## src/rtl/config_mem_shadowed_if.sv

```systemverilog
// Column frame bus, control strobes and status lines of one tile's shadowed configuration memory.
interface config_mem_shadowed_if #(
    parameter int MaxFramesPerCol = 20,
    parameter int FrameBitsPerRow = 32,
    parameter int FrameIdxW       = 5
);
    logic [FrameBitsPerRow-1:0] FrameData;
    logic [MaxFramesPerCol-1:0] FrameStrobe;
    logic                       Commit;
    logic                       ClearReq;
    logic                       ReadEn;
    logic [FrameIdxW-1:0]       ReadIdx;
    logic [FrameBitsPerRow-1:0] ReadData;
    logic                       ReadValid;
    logic                       Busy;
    logic                       Dirty;
    logic                       WriteErr;

    modport master (
        output FrameData, FrameStrobe, Commit, ClearReq, ReadEn, ReadIdx,
        input  ReadData, ReadValid, Busy, Dirty, WriteErr
    );

    modport slave (
        input  FrameData, FrameStrobe, Commit, ClearReq, ReadEn, ReadIdx,
        output ReadData, ReadValid, Busy, Dirty, WriteErr
    );
endinterface

```

## src/rtl/config_mem_shadowed.sv

```systemverilog
// Shadow/active configuration frame memory with atomic commit, sequenced shadow clear and
// optional frame readback (built only when CONFIG_READBACK_EN is defined).
module config_mem_shadowed #(
    parameter int MaxFramesPerCol = 20,
    parameter int FrameBitsPerRow = 32,
    parameter int NoConfigBits    = 0,
    parameter int FrameIdxW       = 5,
    localparam int CfgW = (NoConfigBits > 0) ? NoConfigBits : 1
) (
    input  logic                      CLK,
    input  logic                      RST,
    config_mem_shadowed_if.slave      cfgBus,
    output logic [CfgW-1:0]           ConfigBits
);
    localparam logic [FrameIdxW-1:0] LastIdx = FrameIdxW'(MaxFramesPerCol - 1);

    typedef enum logic {IDLE, CLEAR} clearState_t;

    clearState_t state, stateNext;
    logic [FrameIdxW-1:0] cnt, cntNext;
    logic clearDone;
    logic busy;
    logic writeAny;
    logic commitOk;
    logic dirty;
    logic writeErr;

    logic [MaxFramesPerCol-1:0][FrameBitsPerRow-1:0] shadow;
    logic [MaxFramesPerCol-1:0][FrameBitsPerRow-1:0] active;
    logic [MaxFramesPerCol*FrameBitsPerRow-1:0]      activeFlat;
    logic unusedActive;

    always_ff @(posedge CLK) begin
        if (RST) begin
            state <= IDLE;
            cnt   <= '0;
        end else begin
            state <= stateNext;
            cnt   <= cntNext;
        end
    end

    always_comb begin
        stateNext = state;
        cntNext   = cnt;
        clearDone = 1'b0;
        case (state)
            IDLE: begin
                if (cfgBus.ClearReq) begin
                    stateNext = CLEAR;
                    cntNext   = '0;
                end
            end
            CLEAR: begin
                if (cnt == LastIdx) begin
                    stateNext = IDLE;
                    cntNext   = '0;
                    clearDone = 1'b1;
                end else begin
                    cntNext = cnt + 1'b1;
                end
            end
            default: stateNext = IDLE;
        endcase
    end

    assign busy     = (state == CLEAR);
    assign writeAny = (|cfgBus.FrameStrobe) && !busy;
    assign commitOk = cfgBus.Commit && !busy;

    // Commit copies the pre-edge shadow, so a same-cycle write reaches active only on a later commit.
    always_ff @(posedge CLK) begin
        if (RST) begin
            shadow   <= '0;
            active   <= '0;
            dirty    <= 1'b0;
            writeErr <= 1'b0;
        end else begin
            if (busy) begin
                shadow[cnt] <= '0;
            end else begin
                for (int unsigned f = 0; f < MaxFramesPerCol; f++) begin
                    if (cfgBus.FrameStrobe[f]) shadow[f] <= cfgBus.FrameData;
                end
            end
            if (commitOk) active <= shadow;
            if (writeAny || clearDone) dirty <= 1'b1;
            else if (commitOk)         dirty <= 1'b0;
            if (busy && (|cfgBus.FrameStrobe)) writeErr <= 1'b1;
        end
    end

    assign cfgBus.Busy     = busy;
    assign cfgBus.Dirty    = dirty;
    assign cfgBus.WriteErr = writeErr;

    assign activeFlat   = active;
    assign unusedActive = ^activeFlat;

    generate
        if (NoConfigBits > 0) begin : gCfg
            assign ConfigBits = activeFlat[NoConfigBits-1:0];
        end else begin : gNoCfg
            assign ConfigBits = '0;
        end
    endgenerate

`ifdef CONFIG_READBACK_EN
    logic [FrameBitsPerRow-1:0] readData;
    logic                       readValid;

    always_ff @(posedge CLK) begin
        if (RST) begin
            readData  <= '0;
            readValid <= 1'b0;
        end else begin
            readValid <= cfgBus.ReadEn;
            if (cfgBus.ReadEn) begin
                readData <= ({1'b0, cfgBus.ReadIdx} < (FrameIdxW+1)'(MaxFramesPerCol))
                            ? shadow[cfgBus.ReadIdx] : '0;
            end
        end
    end

    assign cfgBus.ReadData  = readData;
    assign cfgBus.ReadValid = readValid;
`else
    logic unusedRead;
    assign unusedRead       = cfgBus.ReadEn ^ (^cfgBus.ReadIdx);
    assign cfgBus.ReadData  = '0;
    assign cfgBus.ReadValid = 1'b0;
`endif
endmodule

```

## src/flat_wrapper.sv

```systemverilog
// flat-port wrapper written by rule: the top's interface ports become plain ports
module config_mem_shadowed_flat 
#(
    parameter int MaxFramesPerCol = 20,
    parameter int FrameBitsPerRow = 32,
    parameter int NoConfigBits    = 0,
    parameter int FrameIdxW       = 5,
    localparam int CfgW = (NoConfigBits > 0) ? NoConfigBits : 1
)
  (CLK, RST, ConfigBits, cfgBus_FrameData, cfgBus_FrameStrobe, cfgBus_Commit, cfgBus_ClearReq, cfgBus_ReadEn, cfgBus_ReadIdx, cfgBus_ReadData, cfgBus_ReadValid, cfgBus_Busy, cfgBus_Dirty, cfgBus_WriteErr);
  config_mem_shadowed_if #(.MaxFramesPerCol(MaxFramesPerCol), .FrameBitsPerRow(FrameBitsPerRow), .FrameIdxW(FrameIdxW)) cfgBus_i ();
  input  logic CLK;
  input  logic RST;
  output logic [CfgW-1:0] ConfigBits;
  input wire logic [$bits(cfgBus_i.FrameData)-1:0] cfgBus_FrameData;
  input wire logic [$bits(cfgBus_i.FrameStrobe)-1:0] cfgBus_FrameStrobe;
  input wire logic [$bits(cfgBus_i.Commit)-1:0] cfgBus_Commit;
  input wire logic [$bits(cfgBus_i.ClearReq)-1:0] cfgBus_ClearReq;
  input wire logic [$bits(cfgBus_i.ReadEn)-1:0] cfgBus_ReadEn;
  input wire logic [$bits(cfgBus_i.ReadIdx)-1:0] cfgBus_ReadIdx;
  output wire logic [$bits(cfgBus_i.ReadData)-1:0] cfgBus_ReadData;
  output wire logic [$bits(cfgBus_i.ReadValid)-1:0] cfgBus_ReadValid;
  output wire logic [$bits(cfgBus_i.Busy)-1:0] cfgBus_Busy;
  output wire logic [$bits(cfgBus_i.Dirty)-1:0] cfgBus_Dirty;
  output wire logic [$bits(cfgBus_i.WriteErr)-1:0] cfgBus_WriteErr;
  assign cfgBus_i.FrameData = cfgBus_FrameData;
  assign cfgBus_i.FrameStrobe = cfgBus_FrameStrobe;
  assign cfgBus_i.Commit = cfgBus_Commit;
  assign cfgBus_i.ClearReq = cfgBus_ClearReq;
  assign cfgBus_i.ReadEn = cfgBus_ReadEn;
  assign cfgBus_i.ReadIdx = cfgBus_ReadIdx;
  assign cfgBus_ReadData = cfgBus_i.ReadData;
  assign cfgBus_ReadValid = cfgBus_i.ReadValid;
  assign cfgBus_Busy = cfgBus_i.Busy;
  assign cfgBus_Dirty = cfgBus_i.Dirty;
  assign cfgBus_WriteErr = cfgBus_i.WriteErr;
  config_mem_shadowed #(.MaxFramesPerCol(MaxFramesPerCol), .FrameBitsPerRow(FrameBitsPerRow), .NoConfigBits(NoConfigBits), .FrameIdxW(FrameIdxW)) u_core (.CLK(CLK), .RST(RST), .cfgBus(cfgBus_i), .ConfigBits(ConfigBits));
endmodule
```

## config.mk

```make
export PLATFORM = sky130hd
export DESIGN_NAME = config_mem_shadowed_flat
export DESIGN_NICKNAME = d
export VERILOG_FILES = /design/src/rtl/config_mem_shadowed_if.sv /design/src/rtl/config_mem_shadowed.sv /design/src/flat_wrapper.sv
export SDC_FILE = /design/constraint.sdc
export NUM_CORES = 1
export LEC_CHECK = 0
export CORE_ASPECT_RATIO = 1.1
export CORE_MARGIN = 3
export CORE_UTILIZATION = 30
export CTS_CLUSTER_DIAMETER = 50
export DETAILED_ROUTE_END_ITERATION = 10
export DONT_BUFFER_PORTS = 1
export GPL_TIMING_DRIVEN = 0
export SETUP_SLACK_MARGIN = 0.4
export SYNTH_ARGS = -nofsm -noshare
export SYNTH_HDL_FRONTEND = slang
export SYNTH_SLANG_ARGS = --single-unit
export TNS_END_PERCENT = 10
```

## constraint.sdc

```tcl
create_clock -name CLK -period 3 [get_ports CLK]
set_input_delay 0.9 -clock CLK [delete_from_list [all_inputs] [get_ports CLK]]
set_output_delay 0.9 -clock CLK [all_outputs]
set_load 0.05 [all_outputs]
```

# ---- After elaboration in Yosys (flattened, before gate mapping)
# Index checks and enable logic that the tools add are counted.
dict set report op_classes {
  n_reduce_logical 7
  add_sub_neg 1
  muxes 10
  eq_ne 2
  n_bitwise 1
}
# operator n
set ops {}
lappend ops {{OR reduction 20 bit} 1}
lappend ops {{two-way mux 5 bit} 2}
lappend ops {{one-hot mux 5 bit (2 select lines)} 1}
lappend ops {{two-way mux 1 bit} 6}
lappend ops {{adder 5 x 1 -> 5 bit, second input constant} 1}
lappend ops {{equality test 5 bit, second input constant} 1}
lappend ops {{logical AND 1 bit} 3}
lappend ops {{!= test 2 bit, second input constant} 1}
lappend ops {{one-hot mux 1 bit (2 select lines)} 1}
lappend ops {{nonzero test 2 bit} 1}
lappend ops {{logical NOT 1 bit} 1}
lappend ops {{logical OR 1 bit} 1}
lappend ops {{inverter 1 bit} 1}
dict set report totals {
  wordCells 25
  out_inout_bits 37
  inputBits 62
  ff_bits 8
}

# ---- Depth between registers and ports, before layout
dict set report depth {
  depth_word 5
  depth_mapped 5
  mapped_depth_nobuf 5
}

# ---- Worst setup path before layout
# Ideal clock, no wire load.
dict set report synth_timing {
  path_kind {in2reg}
  start {input cfgBus_FrameStrobe[10]}
  end {register u_core.dirty, in the netlist u_core.cfgBus.Dirty}
  t_required_ns 2.869
  path_stages 4
  setup_ns 0.131
  arrival_time_ns 1.582
  path_slack_ns 1.287
  n_path_buf 0
  path_cell_list {nor4_2 -> nand3_1 -> nor4_2 -> o32ai_1}
}
dict set report synth_via {
  elab_chain_cells 4
  word_cells_on_any_way 5
  classes_between {1 x mux; 4 x reduce/logical}
}
# item line_no
set synth_rtl {}
lappend synth_rtl {{start: declaration} flat_wrapper.sv:16} ;# input wire logic [$bits(cfgBus_i.FrameStrobe)-1:0] cfgBus_FrameStrobe;
lappend synth_rtl {{OR reduction 20 bit (*)} config_mem_shadowed.sv:68} ;# assign writeAny = (|cfgBus.FrameStrobe) && !busy;
lappend synth_rtl {{logical AND 1 bit (*)} config_mem_shadowed.sv:68}
lappend synth_rtl {{logical OR 1 bit (*)} config_mem_shadowed.sv:87} ;# if (writeAny || clearDone) dirty <= 1'b1;
lappend synth_rtl {{two-way mux 1 bit or nonzero test 2 bit (tied branches)} n/a}
lappend synth_rtl {{end signal: assignment} config_mem_shadowed.sv:76} ;# dirty <= 1'b0;
lappend synth_rtl {{end signal: assignment} config_mem_shadowed.sv:87}
lappend synth_rtl {{end signal: assignment} config_mem_shadowed.sv:88} ;# else if (commitOk) dirty <= 1'b0;
lappend synth_rtl {{end: declaration} config_mem_shadowed.sv:25} ;# logic dirty;
# Mark *: on every way between the ends. The rest lies on a longest branch, timed or not.
# A chain may end at the register's enable or synchronous reset.

# ---- Final worst setup path
dict set report layout_timing {
  start {register u_core.state, in the netlist u_core.cfgBus.Busy}
  end {output cfgBus_Busy}
}
# item line_no
set layout_lines {}
lappend layout_lines {{start: declaration} config_mem_shadowed.sv:19} ;# clearState_t state, stateNext;
lappend layout_lines {{start signal: assignment} config_mem_shadowed.sv:38} ;# state <= stateNext;
lappend layout_lines {{end: declaration} flat_wrapper.sv:23} ;# output wire logic [$bits(cfgBus_i.Busy)-1:0] cfgBus_Busy;
# No word-level cell between the ends.

==> results.md <==
* Result of the run: finished clean
* Starting density of the core at 33.4%
* Path type of the worst setup path: reg -> out
* Mux share of post-synthesis cell area at 2.82%
* DRC violation total after the first TritonRoute iteration at 2
* H-tree lvl count at 1
* Number of different library cells in the post-synthesis netlist at 27
* Highest attainable clock frequency at 547 MHz
* Maximum number of pins on one net before global-route repair at 11
* Sequential group share of total power at 35.8%
* Cell area after synthesis at 711 sq um
* Total wirelength of the detailed-routed design at 1350 microns
* Peak supply drop at 221 uV
* Synthesis-stage register bit count at 8
* PwrDens at 400 nW/um^2
* Met1 capacity usage during global routing at 8.07%
* Worst hold slack at 527 ps
* Count of max-cap constraint violations at 0
* Hold Fails Final Rpt at 0
* Routed length per instance at 8.99 microns
* Type of origin of the critical path: flop
* Post-DP HPWL at 1180 microns
* Critical Path AT at 930 ps
* Cell count after synthesis at 86
* Ratio of cells with drive above 1 in the final layout at 35.2%
* Worst Path Max Fanout at 4
* Leakage power summed over all cells at 0.447 nW
* Number of nets in the finished design at 187
* Hold worst-path end: u_core.cnt[4]
* GRT overflow at 0
* Largest family of logic cells by synthesized area: buffers and inverters
* Die area at 2990 sq um
* Xor and xnor fraction of the mapped netlist area at 0%
* Depth of the worst hold-timing path at 2
* Complex-gate fraction of the synthesized area at 10.6%
* Share of synthesized area occupied by flip-flops and latches at 22.5%
* Capturing point of the worst reg2reg path: u_core.cnt[2]
* Post-synthesis adder-cell area fraction at 1.76%
* Unrepaired setup endpoints after global routing: no
* Clock skew at 7.58 ps
* Vias after detailed routing at 582
* Tmin final at 1830 ps
* R2R cell count at 4
* Final cell utilization of the core at 41.9%
* Floorplan die width at 52.4 microns
* Area grow syn2layout at 25.5%
* Fraction of power consumed by combinational cells at 41.3%
* Core outline area at 2130 sq um
* Clock sink count at 8
* Number of global-route vias before repair at 489
* TritonCTS clock tree: done
* Slew at the pin closest to its max-slew limit at 574 ps
* DP Cell Count at 147
* Relative slew slack at 61.7%
* Placer's final routability congestion estimate at 0.724
* Cell area reported after detailed placement at 870 sq um
* Share of total power in the clock network at 22.8%
* Non-Filler Instances at 150
* Most used routing layer in global routing: met2
* Startpoint of the most critical register-to-register path: u_core.cfgBus.Busy
* FP Rows at 17
* Count of warnings emitted by yosys at 0
* Final Max Slew Viols at 0
* Fin Setup TNS at 0 ps
* Final count of negative-setup-slack endpoints at 0
* Setup bufs post-CTS at 0
* Overall Global Routing Usage at 8.76%
* 1st-pass router iterations at 2
* Total CTS buffers at 3
* Clk Tree Root Cell: clkbuf_4
* Clock-pin slew reported for the worst setup and hold paths after clock tree synthesis at 60 ps
* I/O pin count at 99
* Switching share of power at 45.2%
* Register-to-Register Setup Slack at 1490 ps
* Sort of element at the end of the critical path: primary output
* Met2 Usage GRT at 16.1%
* IO Port Bufs at 0
* Source of the worst hold timing path: u_core.cnt[4]
* CTS hold repair buffers at 0
* Maximum count of clock buffers along a single path at 2
* Net switching power of the design at 0.161 mW
* Die Height at 57.0 microns
* Cell area after layout at 892 sq um
* Mean cell area of the mapped netlist at 8.26 sq um
* Number of nets still failing antenna checks after routing at 0
* Cells resized by post-CTS repair at 0
* Met3 usage at 1.83%
* WP data required at 2100 ps
* Class of the most critical hold timing path: reg -> reg
* Final cycle utilization of the critical path at 60.9%
* Int Power at 0.196 mW
* Antenna violations before repair at 0
* Clock latency on the worst-skew pair at 250 ps
* Post-route DRC violation count at 0
* Via-to-Cell Ratio at 3.88
* # diodes at 0
* Global-route wire length before repair at 1990 microns
* Simple logic cell fraction of the synthesized area at 23.1%
==> cells in the mapped netlist <==
cell / n / share of area, %
a211oi_1: 2 / 2.1
a21oi_1: 3 / 2.1
a22oi_1: 1 / 1.1
a41oi_1: 1 / 1.2
and4bb_1: 1 / 1.8
buf_1: 1 / 0.53
buf_4: 34 / 36
clkbuf_2: 1 / 0.70
conb_1: 1 / 0.53
dfxtp_1: 8 / 23
ha_1: 1 / 1.8
inv_1: 3 / 1.6
mux2i_1: 2 / 2.8
nand2_1: 2 / 1.1
nand2b_1: 2 / 1.8
nand3_1: 2 / 1.4
nand3b_1: 2 / 2.1
nor2_1: 3 / 1.6
nor2b_1: 1 / 0.88
nor2b_2: 1 / 1.2
nor3_1: 2 / 1.4
nor3b_1: 1 / 1.1
nor4_1: 2 / 1.8
nor4_2: 4 / 7.0
o21ai_0: 2 / 1.4
o21ai_1: 2 / 1.4
o32ai_1: 1 / 1.2
==> layout by cell type, fill, tap and decap left out, types with 3 or more instances in the layout <==
cell type,count
nor4_2,4
clkbuf_4,3
conb_1,34
dfxtp_1,8
nor2_1,3
inv_1,3
buf_4,34
a21oi_1,3
==> per-layer routing <==
layer / wire, microns / vias up
li1: - / 301
met1: 420 / 236
met2: 718 / 41
met3: 182 / 4
met4: 26 / 0
met5: 0 / -
==> state kept, by name (all words and copies together) (netlist names) <==
register                count
u_core.cfgBus.WriteErr      1
u_core.cnt                  5
u_core.cfgBus.Busy          1
u_core.cfgBus.Dirty         1
==> metrics by stage <==
step,total power [mW],setup WS [ps]
6_report,0.357,1170
3_5_place_dp,0.276,1190
5_1_grt,0.372,1140
3_3_place_gp,0.275,1230
2_1_floorplan,0.271,1290
4_1_cts,0.359,1150
==> power by group through the flow <==
stage	combinational, mW	clock [mW]	sequential (mW)
CTS	0.145	0.0850	0.128
detailed placement	0.145	0	0.130
floorplan	0.142	0	0.129
global placement	0.145	0	0.130
global route	0.155	0.0882	0.128
finish	0.147	0.0815	0.128
==> cells by family after synthesis <==
| family | after synthesis |
|---|---|
| compound gates | 12 |
| fa+ha+maj | 1 |
| buf+inv | 39 |
| flops | 8 |
| mux | 2 |
| other cells | 1 |
| simple gates | 23 |
==> final cells by class <==
| cell class | instances | area (sq um) |
|---|---|---|
| Buffer | 36 | 264 |
| Clock buffer | 3 | 22.5 |
| Fill cell | 236 | 1230 |
| Inverter | 3 | 11.3 |
| Multi-Input combinational cell | 72 | 399 |
| Sequential cell | 8 | 160 |
| Tap cell | 28 | 35.0 |
==> worst max-delay path by stage <==
stage | start | to | slack (ps) | depth (start not counted)
after floorplan | cfgBus_FrameStrobe[10] | u_core.cfgBus.Dirty | 1290 | 4
after global placement | cfgBus_FrameStrobe[14] | u_core.cfgBus.Dirty | 1230 | 4
after detailed placement | cfgBus_FrameStrobe[10] | u_core.cfgBus.Dirty | 1190 | 4
after CTS | u_core.cfgBus.Busy | cfgBus_Busy | 1150 | 0
after global routing | u_core.cfgBus.Busy | cfgBus_Busy | 1140 | 0
final | u_core.cfgBus.Busy | cfgBus_Busy | 1170 | 0
Note: power is estimated with default switching activity, not from simulation.
